### src/rtl/sm4_pkg.sv
// sm4_pkg: shared constants and FSM state encoding for the SM4 UART
// sequencer.
package sm4_pkg;

    localparam int BLOCK_BYTES  = 16;
    localparam int CLKS_PER_BIT = 5208;

    typedef enum logic [2:0] {
        IDLE,
        RECV,
        START,
        WAIT,
        SEND,
        SEND_WAIT
    } state_t;

endpackage

### src/rtl/sm4_frame_timer.sv
// sm4_frame_timer: loadable up-counter with clear.
// o_expire flags LIMIT-1, and the count saturates there.
module sm4_frame_timer
    import sm4_pkg::*;
#(
    parameter int LIMIT = 1_041_600,
    parameter int W     = $clog2(LIMIT + 1)
) (
    input  logic         clk,
    input  logic         rst,
    input  logic         i_clr,
    input  logic         i_en,
    input  logic         i_load,
    input  logic [W-1:0] i_load_val,
    output logic         o_expire
);

    logic [W-1:0] r_cnt;
    logic         w_expire;

    assign w_expire = (r_cnt == W'(LIMIT - 1));
    assign o_expire = w_expire;

    always_ff @(posedge clk or posedge rst) begin
        if (rst) begin
            r_cnt <= '0;
        end else if (i_clr) begin
            r_cnt <= '0;
        end else if (i_load) begin
            r_cnt <= i_load_val;
        end else if (i_en && !w_expire) begin
            r_cnt <= r_cnt + W'(1);
        end
    end

endmodule

### src/rtl/sm4_uart_ctrl.sv
// sm4_uart_ctrl: collects 16 UART bytes into an SM4 block, runs the
// core once, then streams the 16 result bytes back out, MSB first.
module sm4_uart_ctrl
    import sm4_pkg::*;
#(
    parameter int TIMEOUT_CYCLES = 1_041_600,
    parameter int CNT_W          = 16
) (
    input  logic             clk,
    input  logic             rst,
    input  logic [7:0]       i_rx_data,
    input  logic             i_rx_valid,
    output logic [7:0]       o_tx_data,
    output logic             o_tx_start,
    input  logic             i_tx_busy,
    output logic [127:0]     o_sm4_din,
    output logic             o_sm4_start,
    input  logic             i_sm4_done,
    input  logic [127:0]     i_sm4_dout,
    output logic             o_busy,
    output logic             o_frame_err,
    output logic             o_overrun,
    output logic [CNT_W-1:0] o_blk_cnt
);

    localparam int TW = $clog2(TIMEOUT_CYCLES + 1);

    state_t r_state;
    state_t w_state_nxt;

    logic [127:0]     r_in_buf;
    logic [127:0]     r_out_buf;
    logic [4:0]       r_byte_cnt;
    logic             r_guard;
    logic [7:0]       r_tx_data;
    logic             r_tx_start;
    logic             r_sm4_start;
    logic             r_frame_err;
    logic             r_overrun;
    logic [CNT_W-1:0] r_blk_cnt;

    logic       w_store;
    logic       w_tmo;
    logic       w_capture;
    logic       w_tx_go;
    logic       w_tx_ack;
    logic       w_ovr;
    logic       w_last;
    logic       w_expire;
    logic [3:0] w_idx;

    assign w_last = (r_byte_cnt == 5'(BLOCK_BYTES - 1));
    assign w_idx  = (r_state == IDLE) ? 4'd0 : r_byte_cnt[3:0];

    sm4_frame_timer #(
        .LIMIT (TIMEOUT_CYCLES),
        .W     (TW)
    ) u_timer (
        .clk        (clk),
        .rst        (rst),
        .i_clr      (w_store || (r_state != RECV)),
        .i_en       (r_state == RECV),
        .i_load     (1'b0),
        .i_load_val ('0),
        .o_expire   (w_expire)
    );

    always_ff @(posedge clk or posedge rst) begin
        if (rst) begin
            r_state <= IDLE;
        end else begin
            r_state <= w_state_nxt;
        end
    end

    always_comb begin
        w_state_nxt = r_state;
        w_store     = 1'b0;
        w_tmo       = 1'b0;
        w_capture   = 1'b0;
        w_tx_go     = 1'b0;
        w_tx_ack    = 1'b0;
        w_ovr       = 1'b0;
        unique case (r_state)
            IDLE: begin
                if (i_rx_valid) begin
                    w_store     = 1'b1;
                    w_state_nxt = RECV;
                end
            end
            RECV: begin
                // A byte arriving on the expiry cycle keeps the frame alive.
                if (i_rx_valid) begin
                    w_store = 1'b1;
                    if (w_last) w_state_nxt = START;
                end else if (w_expire) begin
                    w_tmo       = 1'b1;
                    w_state_nxt = IDLE;
                end
            end
            START: begin
                w_ovr       = i_rx_valid;
                w_state_nxt = WAIT;
            end
            WAIT: begin
                w_ovr = i_rx_valid;
                if (i_sm4_done) begin
                    w_capture   = 1'b1;
                    w_state_nxt = SEND;
                end
            end
            SEND: begin
                w_ovr = i_rx_valid;
                if (!i_tx_busy) begin
                    w_tx_go     = 1'b1;
                    w_state_nxt = SEND_WAIT;
                end
            end
            SEND_WAIT: begin
                // The guard cycle covers a transmitter whose busy flag lags.
                w_ovr = i_rx_valid;
                if (!r_guard && !i_tx_busy) begin
                    w_tx_ack    = 1'b1;
                    w_state_nxt = w_last ? IDLE : SEND;
                end
            end
            default: begin
                w_state_nxt = IDLE;
            end
        endcase
    end

    always_ff @(posedge clk or posedge rst) begin
        if (rst) begin
            r_in_buf    <= '0;
            r_out_buf   <= '0;
            r_byte_cnt  <= '0;
            r_guard     <= 1'b0;
            r_tx_data   <= '0;
            r_tx_start  <= 1'b0;
            r_sm4_start <= 1'b0;
            r_frame_err <= 1'b0;
            r_overrun   <= 1'b0;
            r_blk_cnt   <= '0;
        end else begin
            r_tx_start  <= w_tx_go;
            r_sm4_start <= w_store && (r_state == RECV) && w_last;
            r_frame_err <= w_tmo;
            r_overrun   <= w_ovr;
            r_guard     <= w_tx_go;

            if (w_store) begin
                r_in_buf[{~w_idx, 3'b000} +: 8] <= i_rx_data;
                r_byte_cnt <= (r_state == IDLE) ? 5'd1 : r_byte_cnt + 5'd1;
            end else if (w_tmo || w_capture) begin
                r_byte_cnt <= '0;
            end else if (w_tx_ack) begin
                r_byte_cnt <= w_last ? 5'd0 : r_byte_cnt + 5'd1;
            end

            if (w_capture) begin
                r_out_buf <= i_sm4_dout;
            end else if (w_tx_go) begin
                r_tx_data <= r_out_buf[127:120];
                r_out_buf <= {r_out_buf[119:0], 8'h00};
            end

            if (w_tx_ack && w_last) begin
                r_blk_cnt <= r_blk_cnt + CNT_W'(1);
            end
        end
    end

    assign o_tx_data   = r_tx_data;
    assign o_tx_start  = r_tx_start;
    assign o_sm4_din   = r_in_buf;
    assign o_sm4_start = r_sm4_start;
    assign o_busy      = (r_state != IDLE);
    assign o_frame_err = r_frame_err;
    assign o_overrun   = r_overrun;
    assign o_blk_cnt   = r_blk_cnt;

endmodule
### config.mk
export PLATFORM = sky130hd
export DESIGN_NAME = sm4_uart_ctrl
export DESIGN_NICKNAME = d
export VERILOG_FILES = /design/src/rtl/sm4_pkg.sv /design/src/rtl/sm4_frame_timer.sv /design/src/rtl/sm4_uart_ctrl.sv
export SDC_FILE = /design/constraint.sdc
export NUM_CORES = 1
export LEC_CHECK = 0
export ABC_AREA = 1
export CORE_ASPECT_RATIO = 1.5
export CORE_MARGIN = 10
export CORE_UTILIZATION = 46
export CTS_CLUSTER_DIAMETER = 60
export CTS_CLUSTER_SIZE = 12
export DETAILED_ROUTE_END_ITERATION = 10
export GPL_TIMING_DRIVEN = 0
export PLACE_DENSITY = 0.87
export SETUP_SLACK_MARGIN = 0.05
export SLEW_MARGIN = 20
export SYNTH_ARGS = -nofsm -noshare
export SYNTH_HDL_FRONTEND = slang
export SYNTH_SLANG_ARGS = --single-unit
### constraint.sdc
create_clock -name clk -period 9.3 [get_ports clk]
set_clock_uncertainty 0.2 [all_clocks]
set_input_delay 0.93 -clock clk [delete_from_list [all_inputs] [get_ports clk]]
set_output_delay 0.93 -clock clk [all_outputs]
set_load 0.01 [all_outputs]
==> impl_metrics.tcl, run 1 <==
set metrics [dict create \
    end_kind "flip-flop" \
    ios 298 \
    drv_slew 0 \
    synth.avg_cell_area_sq_um 9.25 \
    dieArea_sq_mm 0.0368 \
    period_needed_ns 3.57 \
    drt_pre_antenna_iters 6 \
    fin_nets 1947 \
    synth-edff-count 0 \
    synth_cells 1460 \
    finalHoldViolCount 0 \
    r2r_setup_slack_ns 5.73 \
    core_sq_mm 0.0288 \
    drt-total-wl_um 41000 \
    start_kind "flip-flop" \
    required_ns 9.51 \
    vias_per_cell 5.40 \
    cpMaxStageDelayCell "dfrtp_1" \
    synth_nets 1609 \
    pre_cts_ws_ns 5.85 \
    critical_path.top_delay_family "buffers and inverters" \
    setup_tns_ns 0 \
    worst_pin_slew_ns 0.640 \
    clk_pin_slew_ns 0.07 \
    ir_drop_uv 188 \
    synthFlopType "dfrtp_1" \
    yosys_warnings 0 \
    ys_ff_latch 312 \
    cts_buffers 29 \
    rr_endpoint "o_sm4_din[112]" \
    layout_setup_ws_ns 5.73 \
    antenna_found_initial 0 \
    cts.path.max_buffers 3 \
    wl_per_cell_um 18.7 \
    start_util_pct 46.9 \
    io_buffers 297 \
    synth_cell_types 35 \
    reg2regPathDepth 15 \
    drt_iter0_drc 752 \
    cts_sinks 312 \
    synthToLayoutAreaGrowth_pct 32.6 \
    grt_pass1_wl_um 65000 \
    drive_gt1_share_pct 7.12 \
    grtUsageTotal_pct 21.6 \
    ys_seq_area_share_pct 57.8 \
    crit_fanout 10 \
    grt_pass1_vias 12100 \
    vias 11800 \
    crit_path_max_incr_delay_ns 0.45 \
    post-cts-setup-buffers 0 \
    min_to "o_tx_data[7]" \
    ant_nets 0 \
    syn_area_sq_mm 0.0135 \
    cap_violations 0 \
    max_freq_mhz 280 \
    critPathArrivalTime_ns 3.79 \
    diodes 0 \
    finalSetupViolations 0 \
    cts-htree-levels 1 \
    root_buffer "clkbuf_16" \
    grt.overflow.total 0 \
    grt_max_degree 37 \
    worstPathCellList "inv_2, nand2_1, nor2_2, nor2_2, buf_4, buf_2, inv_1, ha_1, clkbuf_1, nand3_1, a21oi_4, nand2_2, buf_2, nand2_1, o21ai_0" \
    multiInputGateArea_sq_mm 0.00462 \
    critPathKind "reg -> reg" \
    worst_skew_pair.late_latency_ns 0.56 \
    whs_path_depth 2 \
    die_w_um 160 \
    dp_hpwl_um 32200 \
    grt_setup_unrepaired "false" \
    cts_tree "done" \
    maxSlewHeadroom_pct 57.3 \
    min_from "r_out_buf[127]" \
    worst-path-buf-inv 6 \
    worstReg2RegStart "r_state[0]" \
    run_status "finished clean" \
    die_h_um 230 \
    async_flop_share_pct 100 \
    powerDensity_mw_per_mm2 273 \
    holdBufCountCts 0 \
    seq_area_sq_mm 0.00781 \
    timing.final.crit_share_pct 38.4 \
    hold_slack_ns 0.262 \
    hp-class "reg -> reg" \
    row_count 76 \
    cts_resized 0 \
    drc 0 \
    gp_congestion 0.912 \
    n_fill_cell 2308 \
    cellLeakagePower_nw 8.17 \
]
worst register-to-register path, stage by stage, from the launching register on:
cell	delay [ns]
dfrtp_1	0.45
inv_2	0.10
nand2_1	0.12
nor2_2	0.09
nor2_2	0.12
buf_4	0.18
buf_2	0.22
inv_1	0.09
ha_1	0.29
clkbuf_1	0.35
nand3_1	0.27
a21oi_4	0.39
nand2_2	0.20
buf_2	0.22
nand2_1	0.06
o21ai_0	0.08
sequential cells by signal (all words and copies together) (netlist names):
name,cells
o_frame_err,1
u_timer.r_cnt,20
r_out_buf,128
o_sm4_start,1
o_tx_start,1
r_byte_cnt,5
o_tx_data,8
o_sm4_din,128
r_state,3
o_overrun,1
o_blk_cnt,16
power breakdown:
part           switching (W)  leakage [nW]  internal, W
Clock               0.000480         0.362     0.000546
Sequential          0.000195          4.07      0.00181
Combinational        0.00110          3.74     0.000764
Total                0.00178          8.17      0.00312
worst max-delay path by stage:
stage | startpoint | end | slack (ns) | cells after the start
5_1_grt | r_state[0] | o_sm4_din[112] | 5.47 | 15
2_1_floorplan | rst | o_blk_cnt[0] | 4.02 | 1
4_1_cts | r_state[0] | o_sm4_din[112] | 5.84 | 15
3_5_place_dp | r_state[0] | o_sm4_din[112] | 5.85 | 15
6_report | r_state[0] | o_sm4_din[112] | 5.73 | 15
3_3_place_gp | rst | r_out_buf[55] | 2.08 | 2
per-stage QoR:
stage / cells / cell area, sq um / power [W] / utilization (%)
final: 2187 / 17900 / 0.00490 / 62.2
after global routing: 2187 / 17900 / 0.00518 / 62.2
after CTS: 2187 / 17900 / 0.00491 / 62.2
after detailed placement: 2157 / 17200 / 0.00387 / 59.6
after global placement: 2147 / 17000 / 0.00379 / 58.9
after floorplan: 1460 / 13500 / 0.00308 / -
cells in the final DEF, fill, tap and decap left out, types with 30 or more instances in the layout:
cell	instances
clkdlybuf4s50_1	297
nor2_1	45
o21ai_0	47
nor3_1	30
nand2_1	393
inv_1	195
dfrtp_1	312
buf_2	35
o221ai_1	105
o21ai_1	65
nand3_1	74
cells in the mapped netlist, types with 2 or more instances:
| master | instances | area [sq um] |
|---|---|---|
| a31oi_1 | 3 | 18.8 |
| ha_1 | 8 | 100 |
| o21ai_0 | 47 | 235 |
| or2_2 | 2 | 12.5 |
| nand2_4 | 3 | 33.8 |
| xnor2_1 | 6 | 52.6 |
| clkbuf_1 | 27 | 101 |
| nand3_1 | 74 | 370 |
| a21oi_1 | 10 | 50.1 |
| nand2_2 | 14 | 87.6 |
| nor2_2 | 4 | 25.0 |
| xor2_1 | 11 | 96.3 |
| nor2_1 | 45 | 169 |
| nor3_1 | 30 | 150 |
| nand2_1 | 393 | 1480 |
| buf_2 | 35 | 175 |
| o21ai_2 | 8 | 70.1 |
| buf_6 | 2 | 22.5 |
| inv_2 | 7 | 26.3 |
| dfrtp_1 | 312 | 7810 |
| o211ai_1 | 16 | 120 |
| nor2_8 | 2 | 40.0 |
| inv_1 | 196 | 736 |
| clkinv_1 | 3 | 11.3 |
| nor3_4 | 4 | 65.1 |
| nand4_1 | 19 | 119 |
| nand3_2 | 3 | 30.0 |
| o221ai_1 | 105 | 920 |
| o21ai_1 | 65 | 325 |
layer usage:
metal | vias up | global-route usage [%] | share of wire [%]
met5 | - | 0 | 0
met4 | 0 | 10.6 | 5.0
met3 | 116 | 4.61 | 6.7
met2 | 539 | 39.2 | 51
met1 | 5664 | 23.2 | 37
li1 | 5481 | - | -
kinds of logic (layout without fill, tap and decap cells):
| kind of cell | Yosys count | after routing | synth area share (%) |
|---|---|---|---|
| adder cells (fa/ha/maj) | 8 | 8 | 0.741 |
| AO/OA/AOI/OAI | 256 | 256 | 13.0 |
| XOR/XNOR | 17 | 17 | 1.10 |
| buffers and inverters | 271 | 608 | 7.99 |
| flip-flops | 312 | 312 | 57.8 |
| AND/OR/NAND/NOR | 596 | 596 | 19.3 |
area by class of cell:
class | count | share of cell area (%)
clock inverter | 1 | 0.0489
multi-input combinational | 877 | 25.8
inverter | 206 | 4.34
sequential | 312 | 43.6
clock buffer | 29 | 4.05
buffer | 65 | 1.71
timing repair buffer | 307 | 17.8
tap | 390 | 2.72
(Power assumes the default switching activity.)
==> run 2: changes to the inputs <==
clock period = 2.9 ns   (was 9.3 ns; I/O delays follow)
==> run 2 against run 1 <==
Against the previous run:
- final cell count increased by 0.73%
- power increased to 3.3 times the previous value
- global-route usage is 0.14 points higher
- critical path depth is 3 lower
- combinational power grew to 3.4 times the previous value
- sequential cell count stayed put
- sequential share of layout area decreased by 0.63 points
==> impl_metrics.tcl, run 2 (synthesis results as in run 1) <==
set metrics [dict create \
    power_frac_comb_pct 39.8 \
    p_sw_w 0.00590 \
    dp_hpwl_um 32200 \
    final_common_cell "nand2_1" \
    drt_iter0_drc 714 \
    layout_setup_ws_ns 0.199 \
    setup_tns_ns 0 \
    crit_fanout 10 \
    ios 298 \
    drive_gt1_share_pct 8.83 \
    cpMaxStageDelayCell "nor3_1" \
    end_kind "flip-flop" \
    cts-htree-levels 1 \
    required_ns 3.17 \
    worstPathCellList "inv_4, nand2_2, nor2_4, nor2_4, buf_6, buf_6, inv_1, ha_4, buf_6, nor3_1, inv_1, o21ai_1" \
    powerDensity_mw_per_mm2 888 \
    start_kind "flip-flop" \
    drt-total-wl_um 41800 \
    drv_slew 0 \
    placedCellCount 2157 \
    dieArea_sq_mm 0.0368 \
    cts_buffers 29 \
    p_int_w 0.0103 \
    path_common_cell "buf_6" \
    synthToLayoutAreaGrowth_pct 34.6 \
    pre_cts_ws_ns -0.547 \
    core_sq_mm 0.0288 \
    timing.final.crit_share_pct 93.1 \
    grt_pass1_vias 12200 \
    finish.utilization_pct 63.1 \
    hp-class "in -> reg" \
    grtUsageTotal_pct 21.7 \
    cellLeakagePower_nw 8.29 \
    cap_violations 0 \
    root_buffer "clkbuf_16" \
    wl_per_cell_um 19.0 \
    drt_pre_antenna_iters 5 \
    die_h_um 230 \
    crit_path_max_incr_delay_ns 0.52 \
    n_fill_cell 2236 \
    row_count 76 \
    clk_pin_slew_ns 0.07 \
    ant_nets 0 \
    maxSlewHeadroom_pct 57.9 \
    mostFrequentLayoutCells "nand2_1, dfrtp_1, clkdlybuf4s50_1" \
    power.total_w 0.0162 \
    vias 12000 \
    critPathKind "reg -> reg" \
    drc 0 \
    instances_no_fill 2203 \
    r2r_setup_slack_ns 0.20 \
    max_freq_mhz 370 \
    io_buffers 297 \
    worst_skew_pair.late_latency_ns 0.56 \
    finalSetupViolations 0 \
    power_frac_seq_pct 39.8 \
    vias_per_cell 5.44 \
    p_sw_share_pct 36.5 \
    gp_congestion 0.912 \
    run_status "finished clean" \
    critPathArrivalTime_ns 2.97 \
    die_w_um 160 \
    diodes 0 \
    grt_pass1_wl_um 65500 \
    cts_tree "done" \
    grt.overflow.total 0 \
    antenna_found_initial 0 \
    cts.path.max_buffers 3 \
    grt_setup_unrepaired "false" \
    start_util_pct 46.9 \
    finalHoldViolCount 0 \
    pwr-share-clk_pct 20.4 \
    worst_pin_slew_ns 0.632 \
    grt_max_degree 37 \
    fin_nets 1963 \
    ir_drop_uv 603 \
    period_needed_ns 2.70 \
    cts_sinks 312 \
]
## run 2: timing repair
| item | in CTS | in global routing |
|---|---|---|
| hold endpoints to repair | 14 | 0 |
| resized for setup | 18 | 27 |
| pin swaps | 2 | 4 |
| hold buffers | 1 | 0 |
| buffers inserted | 5 | 10 |
| gates cloned | 0 | 0 |
| endpoints found under the setup margin | 120 | 128 |
## run 2: cell type report
cell class	instances	area (sq um)	area share [%]
multi-input combinational	877	4720	26.0
clock inverter	1	8.76	0.0482
sequential	312	7810	42.9
tap	390	488	2.68
clock buffer	29	726	3.99
buffer	65	347	1.91
timing repair buffer	323	3300	18.2
inverter	206	783	4.31
## run 2: metrics by stage
step / hold WS (ns) / cell area, sq um
global placement: 0.253 / 17000
CTS: 0.0618 / 18000
global route: 0.108 / 18200
finish: 0.0898 / 18200
detailed placement: 0.259 / 17200
floorplan: 0.211 / 13500
## run 2: path summary, 6_finish.rpt
check | from | end | cells after the start
max | r_state[1] | o_sm4_din[63] | 12
min | i_sm4_dout[0] | r_out_buf[0] | 3
max reg2reg | r_state[1] | o_sm4_din[63] | 12
min reg2reg | r_out_buf[127] | o_tx_data[7] | 2
max in group asynchronous | rst | r_out_buf[48] | 8
min in group asynchronous | rst | o_blk_cnt[11] | 3
## run 2: power groups by stage
| stage | registers (W) | logic [W] | clock network [W] |
|---|---|---|---|
| after floorplan | 0.00660 | 0.00327 | 0 |
| after global placement | 0.00643 | 0.00571 | 0 |
| after global routing | 0.00655 | 0.00702 | 0.00348 |
| after detailed placement | 0.00647 | 0.00595 | 0 |
| final | 0.00643 | 0.00643 | 0.00329 |
| after CTS | 0.00641 | 0.00619 | 0.00334 |
## run 2: per-layer routing
layer	up-vias	GRT usage (%)	part of all wire (%)
met5	-	0	0
met2	593	39.7	51
met3	133	4.56	7.0
met1	5732	23.4	37
li1	5520	-	-
met4	0	10.1	5.2
## run 2: critical path: cells and delay by family, from the launching register on
family	cells	cell delay, ns
compound gates	1	0.17
simple gates	4	0.81
fa+ha+maj	1	0.23
buf+inv	6	0.77
flops	1	0.42
==> run 3: changes to the inputs <==
PLACE_DENSITY = default   (was 0.87)
PLACE_DENSITY_LB_ADDON = 0.25   (was default)
TNS_END_PERCENT = 50   (was default)
==> run 3 against run 2 <==
Against the previous run:
- clock power is 5% higher
- power is 0.11% lower
- count of clock-buffer cells in the layout is 3 higher
- largest cell class unchanged
- worst setup slack worse by 0.0062 ns
- sequential power hardly changed
- maximum frequency is 0.23% lower
- final cell count is 0.18% higher
==> impl_metrics.tcl, run 3 (synthesis results as in run 1) <==
set metrics [dict create \
    dp_hpwl_um 31300 \
    drive_gt1_share_pct 8.81 \
    maxSlewHeadroom_pct 59.0 \
    crit_path_max_incr_delay_ns 0.37 \
    grt_setup_unrepaired "true" \
    timing.final.crit_share_pct 93.4 \
    critPathArrivalTime_ns 2.92 \
    layout_setup_ws_ns 0.192 \
    hold_slack_ns 0.109 \
    critPathKind "reg -> reg" \
    drv_slew 0 \
    io_buffers 297 \
    drc 0 \
    ant_nets 0 \
    cts-htree-levels 1 \
    mostFrequentLayoutCells "nand2_1, dfrtp_1, clkdlybuf4s50_1" \
    n_fill_cell 2415 \
    grt_pass1_wl_um 64600 \
    end_kind "flip-flop" \
    row_count 76 \
    die_w_um 160 \
    diodes 0 \
    drt_iter0_drc 558 \
    ios 298 \
    die_h_um 230 \
    grt.overflow.total 0 \
    cts.path.max_buffers 3 \
    ir_drop_uv 526 \
    start_kind "flip-flop" \
    grtUsageTotal_pct 21.3 \
    finalHoldViolCount 0 \
    wl_per_cell_um 18.2 \
    seq_area_sq_mm 0.00781 \
    wl_met1_um 15100 \
    reg2regPathDepth 15 \
    start_util_pct 46.9 \
    cts_tree "done" \
    cts_buffers 30 \
    worst_pin_slew_ns 0.610 \
    drt_pre_antenna_iters 5 \
    cellLeakagePower_nw 8.33 \
    required_ns 3.11 \
    multiInputGateArea_sq_mm 0.00470 \
    vias_per_cell 5.22 \
    met2_length_um 20800 \
    grt_max_degree 34 \
    period_needed_ns 2.71 \
    worstPathCellList "inv_2, nand2_2, nor2_4, nor2_4, buf_6, buf_6, inv_1, ha_4, clkbuf_8, nand3_4, nor2_2, nand2_2, buf_4, nand2_1, o21ai_1" \
    max_freq_mhz 369 \
    maxUsedRoutingLayer "met4" \
    vias 11500 \
    finalSetupViolations 0 \
    whs_path_depth 3 \
    gp_congestion 0.896 \
    fin_nets 1964 \
    drt-total-wl_um 40100 \
    cts_sinks 312 \
    hp-class "in -> reg" \
    route.met3.wl_um 2630 \
    worst_skew_pair.late_latency_ns 0.56 \
    dieArea_sq_mm 0.0368 \
    core_sq_mm 0.0288 \
    cpMaxStageDelayCell "dfrtp_1" \
    grt_pass1_vias 11900 \
    antenna_found_initial 0 \
    clk_pin_slew_ns 0.07 \
    pre_cts_ws_ns -0.618 \
    crit_fanout 10 \
    powerDensity_mw_per_mm2 885 \
    root_buffer "clkbuf_16" \
    finish.utilization_pct 63.3 \
    power.total_w 0.0161 \
    final_common_cell "nand2_1" \
    run_status "finished clean" \
    cap_violations 0 \
    synthToLayoutAreaGrowth_pct 35.0 \
]
-- run 3: metrics by stage --
step	instance area [sq um]	instances	setup TNS [ns]
2_1_floorplan	13500	1460	-544.41
3_3_place_gp	17000	2147	-1208.95
3_5_place_dp	17200	2158	-18.52
4_1_cts	18100	2198	0
5_1_grt	18200	2207	0
6_report	18200	2207	0
-- run 3: routing by layer --
metal,track usage [%],vias up
met3,4.81,81
met2,38.1,414
met4,8.72,0
met1,23.9,5493
li1,-,5523
met5,0,-
-- run 3: cell type report --
type                    count  share of cell area [%]
plain buffers              65                    1.88
clock buffers              32                    4.27
clock inverters             2                  0.0892
inverters                 206                    4.27
multi-input cells         877                    25.8
flip-flops and latches    312                    42.8
well taps                 390                    2.68
repair buffers            323                    18.2
-- run 3: final timing paths --
kind | start | to | slack [ns]
max | r_state[0] | o_sm4_din[17] | 0.19
min | i_sm4_dout[2] | r_out_buf[2] | 0.11
max reg2reg | r_state[0] | o_sm4_din[17] | 0.19
min reg2reg | o_sm4_din[51] | o_sm4_din[51] | 0.27
max in group asynchronous | rst | r_out_buf[34] | 0.55
min in group asynchronous | rst | o_blk_cnt[3] | 0.49
-- run 3: power breakdown --
| group | total (W) | leakage [nW] | internal, W | switching [W] |
|---|---|---|---|---|
| Sequential | 0.00641 | 4.07 | 0.00579 | 0.000614 |
| Combinational | 0.00628 | 3.87 | 0.00267 | 0.00361 |
| Clock | 0.00345 | 0.387 | 0.00188 | 0.00157 |
| Total | 0.0161 | 8.33 | 0.0103 | 0.00580 |
-- run 3: what timing repair did --
action | in CTS | in global routing
endpoints found under the hold margin | 21 | 0
resized for setup | 14 | 22
setup buffers | 5 | 9
pin swaps | 2 | 3
hold buffers | 1 | 0
setup endpoints to repair | 126 | 128
-- run 3: worst max-delay path, delay by kind of cell, from the launching register on --
kind	cells	cell delay (ns)
fa+ha+maj	1	0.30
buf+inv	6	0.85
flops	1	0.37
simple gates	7	0.77
compound gates	1	0.07
